<file path="config.mk">
export PLATFORM = sky130hd
export DESIGN_NAME = interrupt_controller
export DESIGN_NICKNAME = d
export VERILOG_FILES = /design/src/rtl/interrupt_controller.sv
export SDC_FILE = /design/constraint.sdc
export NUM_CORES = 1
export LEC_CHECK = 0
export ABC_CLOCK_PERIOD_IN_PS = 7600
export BUFFER_PORTS_ARGS = -buffer_cell sky130_fd_sc_hd__buf_2
export CELL_PAD_IN_SITES_DETAIL_PLACEMENT = 1
export CELL_PAD_IN_SITES_GLOBAL_PLACEMENT = 1
export CORE_ASPECT_RATIO = 1.75
export CORE_MARGIN = 3
export CORE_UTILIZATION = 25
export CTS_CLUSTER_DIAMETER = 80
export DETAILED_ROUTE_END_ITERATION = 6
export PLACE_DENSITY = 0.53
export SYNTH_ARGS = -nofsm -noshare
export SYNTH_HDL_FRONTEND = slang
export SYNTH_SLANG_ARGS = --single-unit
</file>
<file path="constraint.sdc">
create_clock -name clock -period 7.6 [get_ports clock]
set_clock_uncertainty 0.15 [all_clocks]
set_input_delay 0.38 -clock clock [delete_from_list [all_inputs] [get_ports clock]]
set_output_delay 0.38 -clock clock [all_outputs]
set_load 0.03 [all_outputs]
</file>
<file path="src/rtl/interrupt_controller.sv">
// Two-source, edge-triggered interrupt controller with a byte-wide
// return-address stack. Entry pushes the PC (low byte, then high byte),
// then loads the vector. RETI pops the high byte, then the low byte, and
// reloads the PC. Clock is "clock"; "reset" is synchronous and active low.
// The interrupt-in-progress output is named "intr" because "int" is a
// reserved word in SystemVerilog.
module interrupt_controller #(
  parameter int          STACK_DEPTH = 16,
  parameter logic [15:0] VEC0        = 16'h0003,
  parameter logic [15:0] VEC1        = 16'h0013
) (
  input  logic                         clock,
  input  logic                         reset,
  input  logic [1:0]                   irq_req,
  input  logic                         int_en,
  input  logic [15:0]                  pc_in,
  input  logic                         pop_1_stack,
  input  logic                         pop_2_stack,
  output logic                         intr,
  output logic                         pc_load,
  output logic [15:0]                  pc_out,
  output logic [$clog2(STACK_DEPTH):0] sp_out,
  output logic                         stack_err
);

  localparam int AW  = $clog2(STACK_DEPTH);
  localparam int SPW = AW + 1;
  localparam logic [SPW-1:0] SP_LIMIT = SPW'(STACK_DEPTH - 2);

  typedef enum logic [2:0] {
    IDLE, PUSH_LO, PUSH_HI, VECTOR, IN_SERVICE, RETURN
  } state_t;

  state_t           state_reg, state_next;
  logic [SPW-1:0]   sp_reg, sp_next, sp_dec;
  logic [1:0]       pending_reg, pending_next;
  logic [1:0]       irq_q_reg, rise;
  logic [15:0]      pc_save_reg, pc_save_next;
  logic             src_reg, src_next;
  logic [7:0]       ret_hi_reg, ret_lo_reg;
  logic             ret_hi_load, ret_lo_load;
  logic             err_reg, err_next;
  logic             int_reg, int_next;
  logic             pushing;
  logic [7:0]       push_data;
  logic [AW-1:0]    wr_addr, rd_addr;

  // Return-address stack; contents deliberately survive reset.
  logic [7:0]       stack_mem [STACK_DEPTH];

  // Per-line rising-edge detection against the previous sample.
  genvar gi;
  generate
    for (gi = 0; gi < 2; gi++) begin : g_edge
      assign rise[gi] = irq_req[gi] & ~irq_q_reg[gi];
    end
  endgenerate

  assign pushing   = (state_reg == PUSH_LO) || (state_reg == PUSH_HI);
  assign push_data = (state_reg == PUSH_LO) ? pc_save_reg[7:0] : pc_save_reg[15:8];
  assign sp_dec    = sp_reg - SPW'(1);
  assign wr_addr   = sp_reg[AW-1:0];
  assign rd_addr   = sp_reg[AW-1:0] - AW'(1);

  // Next-state, stack-pointer, pending and error logic.
  always_comb begin
    state_next   = state_reg;
    sp_next      = sp_reg;
    pending_next = pending_reg | rise;
    pc_save_next = pc_save_reg;
    src_next     = src_reg;
    err_next     = err_reg;
    ret_hi_load  = 1'b0;
    ret_lo_load  = 1'b0;

    case (state_reg)
      IDLE: begin
        if (int_en && (pending_reg != 2'b00)) begin
          if (sp_reg <= SP_LIMIT) begin
            state_next   = PUSH_LO;
            pc_save_next = pc_in;
            // Line 0 wins; a fresh edge on the chosen line re-arms it.
            if (pending_reg[0]) begin
              src_next        = 1'b0;
              pending_next[0] = rise[0];
            end else begin
              src_next        = 1'b1;
              pending_next[1] = rise[1];
            end
          end else begin
            // No room for two more bytes: refuse entry, keep requests.
            err_next = 1'b1;
          end
        end
      end
      PUSH_LO: begin
        sp_next    = sp_reg + SPW'(1);
        state_next = PUSH_HI;
      end
      PUSH_HI: begin
        sp_next    = sp_reg + SPW'(1);
        state_next = VECTOR;
      end
      VECTOR:     state_next = IN_SERVICE;
      RETURN:     state_next = IDLE;
      default:    state_next = state_reg;
    endcase

    // Pops act in every state except while the stack is being written.
    // pop_2 takes precedence when both are raised together.
    if (!pushing && (pop_1_stack || pop_2_stack)) begin
      if (sp_reg == '0) begin
        err_next = 1'b1;
      end else begin
        sp_next = sp_dec;
        if (pop_2_stack) begin
          ret_lo_load = 1'b1;
          if (state_reg == IN_SERVICE) begin
            state_next = RETURN;
          end
        end else begin
          ret_hi_load = 1'b1;
        end
      end
    end

    int_next = (state_next == PUSH_LO) || (state_next == PUSH_HI) ||
               (state_next == VECTOR);
  end

  // Control and datapath registers with synchronous active-low reset.
  always_ff @(posedge clock) begin
    if (!reset) begin
      state_reg   <= IDLE;
      sp_reg      <= '0;
      pending_reg <= '0;
      irq_q_reg   <= '0;
      pc_save_reg <= '0;
      src_reg     <= 1'b0;
      ret_hi_reg  <= '0;
      ret_lo_reg  <= '0;
      err_reg     <= 1'b0;
      int_reg     <= 1'b0;
    end else begin
      state_reg   <= state_next;
      sp_reg      <= sp_next;
      pending_reg <= pending_next;
      irq_q_reg   <= irq_req;
      pc_save_reg <= pc_save_next;
      src_reg     <= src_next;
      err_reg     <= err_next;
      int_reg     <= int_next;
      if (ret_hi_load) ret_hi_reg <= stack_mem[rd_addr];
      if (ret_lo_load) ret_lo_reg <= stack_mem[rd_addr];
    end
  end

  // Stack write port; suppressed while reset is asserted.
  always_ff @(posedge clock) begin
    if (reset && pushing) begin
      stack_mem[wr_addr] <= push_data;
    end
  end

  // PC load strobe and address decoded from the current state.
  always_comb begin
    pc_load = 1'b0;
    pc_out  = 16'h0000;
    if (state_reg == VECTOR) begin
      pc_load = 1'b1;
      pc_out  = src_reg ? VEC1 : VEC0;
    end else if (state_reg == RETURN) begin
      pc_load = 1'b1;
      pc_out  = {ret_hi_reg, ret_lo_reg};
    end
  end

  assign intr      = int_reg;
  assign sp_out    = sp_reg;
  assign stack_err = err_reg;

endmodule

</file>
Yosys cells after proc, flatten, opt, wreduce, memory -nomap -nowiden
Memory sizes are Yosys's and may differ from the RTL's. Cells that the tools add are included.

Register bits: 47. RAM bits: 128. Output and inout bits: 24. Memories kept: 1.

Memories: stack_mem (depth 16, width 8, rd ports 1, clocked after memory_dff 0, wr ports 1, line 49) `logic [7:0] stack_mem [STACK_DEPTH];`.

Add/subtract/negate cells: 3. Magnitude comparators: 1. Eq/ne operators: 8. Multiplexer cells: 35. Bitwise operators: 5. Reductions and logical operators: 13.

Operators with widths (count): $mux 16 (2); $mux 5 (4); $mux 1 (18); $mux 3 (6); $pmux 3 s5 (1); $eq 3x2->1 const B (4); $mux 8 (1); $eq 3x1->1 const B (2); $eq 3x3->1 const B (2); $mux 2 (3); $add 5x1->5 const B (1); $le 5x4->1 const B (1); $logic_not 5->1 (1); $sub 5x1->5 const B (1); $logic_or 1x1->1 (4); $sub 4x1->4 const B (1); $logic_and 1x1->1 (3); $logic_not 3->1 (1); $reduce_and 3->1 (1); $and 1x1->1 (2); $not 1->1 (2); $or 2x2->2 (1); $reduce_bool 2->1 (1); $reduce_or 2->1 (1); $logic_not 1->1 (1).

Depth between registers and ports, before layout
Gate-level depths: netlist of run 1.

Depth after elaboration: 11. Depth in mapped cells: 12. Depth with buffers taken out: 7.

Worst setup path before layout of run 1
Ideal clock, no wire load.

Path kind: register to register. From: register sp_reg[0], in the netlist sp_out[0]. To: register ret_hi_reg[3], read port of stack_mem. Library setup time: 0.117 ns. Arrival: 2.731 ns. Data required time: 7.333 ns. Slack: 4.602 ns. Stages on the path, launching flop included: 13. Path buffers: 5. Clock period less this slack: 2.998 ns. Cell sequence: dfxtp_1 clkbuf_1 inv_1 clkbuf_1 ha_1 buf_2 buf_2 buf_2 mux2i_1 nand3_1 and4_1 a22oi_1 nand2_1.

Longest elaborated chain between the ends: 3. Elaborated cells between the ends (all ways): 5. Classes of those cells: add/sub (1); mux (2); reduce/logical (1); memory (1).

RTL lines: from (decl) (line 35) `logic [SPW-1:0] sp_reg, sp_next, sp_dec;`; from (signal assigned) (line 146) `sp_reg <= sp_next;`; branches (longest 3 deep; another with $mem_v2 16x8); to (decl) (line 40) `logic [7:0] ret_hi_reg, ret_lo_reg;`.

Several ways; the timed one is not identified. A chain may end at the register's enable or synchronous reset.

Final worst setup path of run 1
From: register sp_reg[0], in the netlist sp_out[0]. To: register ret_hi_reg[2], read port of stack_mem.

The elaborated chain is that of the path after synthesis.

==> results.ini, run 1 <==
[run_status]
status = finished clean

[worst_hold_path]
hp-class = in2reg
min_from = irq_req[1]
hold_depth = 2
holdPathEnd = irq_q_reg[1]

[detailed_routing]
drt_wl_total_um = 21330
viasPerCell = 4.698
vias = 4675
drc = 0
drt_iter0_markers = 290
post_drt_wl_per_cell_um = 21.44
drtAntennaViolNets = 0
dr.pass1.iters = 4

[sta]
fin_crit_ps = 3665
finalCritPeriodShare_pct = 48.23
setup_tns_ps = 0
hold_slack_ps = 25.97
finalWorstSetupSlack_ps = 3935
setup_violations = 0
fmax_ghz = 0.2728
relSlewSlack_pct = 12.07
worst_pin_slew_ps = 1309
rsz0062_at_grt = false
slew_violations = 0
timing_hold_violations_final = 0

[die]
die-area_sq_um = 31570
num_io_pins = 47
die_h_um = 232.8
fp.dieW_um = 135.6
fp-row-count = 82
core-area_sq_um = 28830
start_util_pct = 25.49

[global_routing]
grt_util_met1_pct = 13.90
met3_usage_pct = 2.834
grt_max_degree = 52
busiest_layer = met2
antenna_found_initial = 0
gr-total-overflow = 0
grt_pass1_wl_um = 32130
track_usage_pct = 13.97
use_met2_pct = 26.61
grt_pass1_vias = 5147

[synth]
synth_top_area_share_pct = 52.30
synth_area_leader_cell = edfxtp_1
synth_area_sq_um = 7350
synth_flop_cell = edfxtp_1
synthTopCellsByCount = edfxtp_1 (128), mux2i_1 (78), nand3_1 (63), nor2_1 (53), dfxtp_1 (47)
netlist_instances = 568
ys_seq_elements = 175
synth-async-reset-ratio_pct = 0
yosys_warnings = 0
yosysMostFrequentCell = edfxtp_1
synth_edf_count = 128
ys_types = 47
syn_area_per_cell_sq_um = 12.94
syn_nets = 595
ys_top_cells_by_area = edfxtp_1 (52%), dfxtp_1 (13%), mux2i_1 (11%)
seq_area_frac_synth_pct = 65.10

[worst_setup_path]
crit_type = reg2reg
slowest_delay_ps = 710
arrival_ps = 3830
critPathBufInv = 3
crit_chain = buf_4, inv_1, ha_4, buf_4, nor2b_1, a2111oi_0, a31oi_1, a32oi_1, o21ai_0
worst_r2r_path_depth = 9
r2r-start = sp_out[0]
path_delay_family = buffers and inverters
cp_common_cell = buf_4
critPathLaunchType = flop
regToRegSetupSlack_ps = 3930
path_depth = 9
cpMaxStageDelayCell = a2111oi_0
crit_fanout = 51
reg2reg_to = ret_hi_reg[2]
crit_required_ps = 7760
worstSetupEndpointType = flop

[clock_network]
ctsLongestPathBuffers = 2
clock-sinks = 175
cts_buffers = 17
clk_pin_slew_ps = 70
h-tree-depth = 4
post-cts-setup-buffers = 0
cts-root-buf = clkbuf_16
cts_resized = 0
clock_latency_ps = 440
hold_buffers = 0
tritoncts = yes

[cells_and_area]
drive_above_1_share_pct = 16.86
area_growth_pct = 16.77
nNetsFinal = 631
largest_reg_flops = 128
diodes = 0
utilization_pct = 29.77

[placement]
gp_congestion = 0.7885
dpl_worst_slack_ps = 3844
io_buffers = 46
hpwl_um = 15400

[power]
power.total_mw = 3.177
powerDensity_nw_per_um2 = 370.2
ir_drop_mv = 0.2136
leakagePower_nw = 3.048

[run]
maxCapViolations = 0

per-stage QoR:
| stage | area [sq um] | instances |
|---|---|---|
| floorplan | 7350 | 568 |
| global placement | 7971 | 962 |
| detailed placement | 7981 | 963 |
| CTS | 8582 | 995 |
| global route | 8582 | 995 |
| finish | 8582 | 995 |
layout make-up:
cell class              count  area [sq um]
clock buffers              17         425.4
clock inverters            15         175.2
fillers                  3122         20250
inverters                  10         37.54
multi-input cells         346          2399
flip-flops and latches    175          4785
well taps                 378         473.0
repair buffers             54         287.8
metal layers:
layer | part of all wire [%] | vias to the layer above
met2 | 55 | 94
met5 | 0 | -
met1 | 37 | 2354
li1 | - | 2196
met4 | 4.7 | 0
met3 | 2.4 | 31
power by group:
group	switching [mW]	leakage, nW	total, mW	internal [mW]
Combinational	0.724	1.19	1.11	0.387
Sequential	0.0672	1.57	1.17	1.10
Clock	0.399	0.290	0.895	0.496
cells in the final DEF, fill, tap and decap left out, drive strengths merged, types with 5 or more instances in the layout:
master / netlist / routed
o21ai: 8 / 8
nor3: 7 / 7
and4: 9 / 9
and3: 15 / 15
nand4: 8 / 8
o221ai: 5 / 5
and2: 5 / 5
mux2i: 78 / 78
nor2: 53 / 53
dfxtp: 47 / 47
inv: 10 / 18
nand3: 63 / 63
o22ai: 5 / 5
edfxtp: 128 / 128
buf: 14 / 54
clkbuf: 23 / 17
nand2: 25 / 25
xnor2: 6 / 6
mux2: 9 / 9
worst max path at each step:
stage,startpoint,endpoint
finish,sp_out[0],ret_hi_reg[2]
global route,sp_out[0],ret_hi_reg[2]
CTS,sp_out[0],ret_hi_reg[2]
detailed placement,sp_out[0],ret_hi_reg[2]
global placement,sp_out[0],ret_hi_reg[2]
floorplan,sp_out[0],ret_hi_reg[3]
cell families after synthesis:
family	Yosys count	synth area share, %
xor+xnor	8	0.9534
simple gates	196	13.38
fa+ha+maj	4	0.6810
mux	87	12.00
compound gates	51	5.142
buf+inv	47	2.741
flops	175	65.10
worst reg2reg max path: stages, from the launching register on:
cell	delay, ps
dfxtp_1	310
buf_4	380
inv_1	180
ha_4	500
buf_4	710
nor2b_1	120
a2111oi_0	710
a31oi_1	160
a32oi_1	230
o21ai_0	100
Note: power is estimated with default switching activity, not from simulation.
==> run 2, diff against run 1 <==
- ABC_CLOCK_PERIOD_IN_PS: 7600 -> 3100
- PLACE_DENSITY: 0.53 -> 0.54
- clock period: 7.6 -> 3.1 ns (I/O delays scaled with it)
==> results.ini, run 2 (synthesis gave the netlist of run 1 again) <==
[clock_network]
clock_latency_ps = 430
cts_resized = 0
clk_pin_slew_ps = 60
clock-sinks = 175
tritoncts = yes
cts_buffers = 17
h-tree-depth = 4
cts-root-buf = clkbuf_16
ctsLongestPathBuffers = 2

[sta]
finalCritPeriodShare_pct = 89.69
fin_crit_ps = 2780
relSlewSlack_pct = 16.66
slew_violations = 0
setup_violations = 0
rsz0062_at_grt = false
setup_tns_ps = 0
timing_hold_violations_final = 0
fmax_ghz = 0.3597
worst_pin_slew_ps = 1244

[detailed_routing]
drt_wl_total_um = 20520
dr.pass1.iters = 4
viasPerCell = 4.652
vias = 4824
drc = 0
drtAntennaViolNets = 0
drt_iter0_markers = 338
post_drt_wl_per_cell_um = 19.79

[global_routing]
gr-total-overflow = 0
grt_max_degree = 40
antenna_found_initial = 0
track_usage_pct = 13.40
grt_pass1_wl_um = 31370
grt_pass1_vias = 5244

[placement]
hpwl_um = 14990
io_buffers = 46
numPlacedInstances = 985
gp_congestion = 0.8268

[cells_and_area]
drive_above_1_share_pct = 18.36
area_growth_pct = 21.16
largest_reg_flops = 128
finalNonFillerCells = 1037
most-common-layout-cells = edfxtp_1 (128), mux2i_1 (78), nand3_1 (63)
nNetsFinal = 673
diodes = 0
utilization_pct = 30.89
mostFrequentLayoutCell = edfxtp_1
fillCellCount = 3094

[worst_setup_path]
arrival_ps = 2940
crit_chain = inv_1, ha_4, buf_12, nor2b_1, a2111oi_0, a31oi_1, a32oi_1, o21ai_0
crit_required_ps = 3260
path_delay_family = compound AO/OA/AOI/OAI gates
crit_type = reg2reg
critPathBufInv = 2
slowest_delay_ps = 600
critPathLaunchType = flop
crit_fanout = 39
worstSetupEndpointType = flop
cpMaxStageDelayCell = a2111oi_0

[die]
fp-row-count = 82
die_h_um = 232.8
fp.dieW_um = 135.6
die-area_sq_um = 31570
start_util_pct = 25.49
num_io_pins = 47
core-area_sq_um = 28830

[worst_hold_path]
hp-class = in2reg

[run]
maxCapViolations = 0

[run_status]
status = finished clean

[power]
powerDensity_nw_per_um2 = 864.5
ir_drop_mv = 0.3860
leakagePower_nw = 3.225

[run 2: cell types whose count changed in the layout (fill, tap and decap cells not counted), moves of 2 or more]
cell           before  now
buf_4               7   29
bufinv_16           2    0
clkbuf_1            0    3
inv_6               6    2
inv_8               2    0
clkbuf_8            0    2
dlygate4sd3_1       0   20
[run 2: tightest hold or removal path, stage by stage]
cell       delay (ps)
buf_2              80
o2111ai_1         160
nor2_1            140
o31a_1            110
[run 2: worst paths after layout]
kind / start / endpoint / slack [ps] / depth (start not counted)
worst min register to register: ret_hi_reg[4] / ret_hi_reg[4] / 290 / 2
worst min-delay path: int_en / stack_err / 100 / 4
worst max-delay path: sp_out[1] / ret_hi_reg[2] / 320 / 8
worst max register to register: sp_out[1] / ret_hi_reg[2] / 320 / 8
[run 2: power by group]
group	switching (mW)	leakage, nW	internal [mW]	total (mW)
registers	0.112	1.57	2.70	2.82
logic	1.85	1.39	1.04	2.89
clock network	0.873	0.264	1.11	1.99
total	2.84	3.22	4.86	7.70
[run 2: area by class of cell]
type | instances | area (sq um) | area share [%]
Tap cell | 378 | 473.0 | 5.311
Inverter | 10 | 37.54 | 0.4215
Clock buffer | 23 | 489.2 | 5.494
Sequential cell | 175 | 4785 | 53.73
Multi-Input combinational cell | 346 | 2394 | 26.88
Timing Repair Buffer | 96 | 668.1 | 7.503
Clock inverter | 9 | 58.81 | 0.6604
[run 2: per-stage QoR]
step                hold WS, ps  setup WS, ps  area, sq um  power [mW]
global route              108.8         103.6         8905       8.134
floorplan                 130.0         102.1         7350       4.771
finish                    97.19         319.7         8905       7.698
detailed placement        254.2         359.2         8157       5.784
CTS                       70.26         340.9         8905       7.823
global placement          231.9         432.8         8157       5.740
[run 2: per-layer routing]
metal	part of all wire [%]	up-vias	track usage (%)
li1	-	2285	-
met1	38	2441	13.74
met2	58	74	26.32
met3	2.0	24	2.055
met4	2.5	0	5.612
met5	0	-	0
[run 2: timing repair]
item                                   4_1_cts  5_1_grt
buffers inserted                             0        0
hold buffers                                20        0
endpoints found under the hold margin       27        0
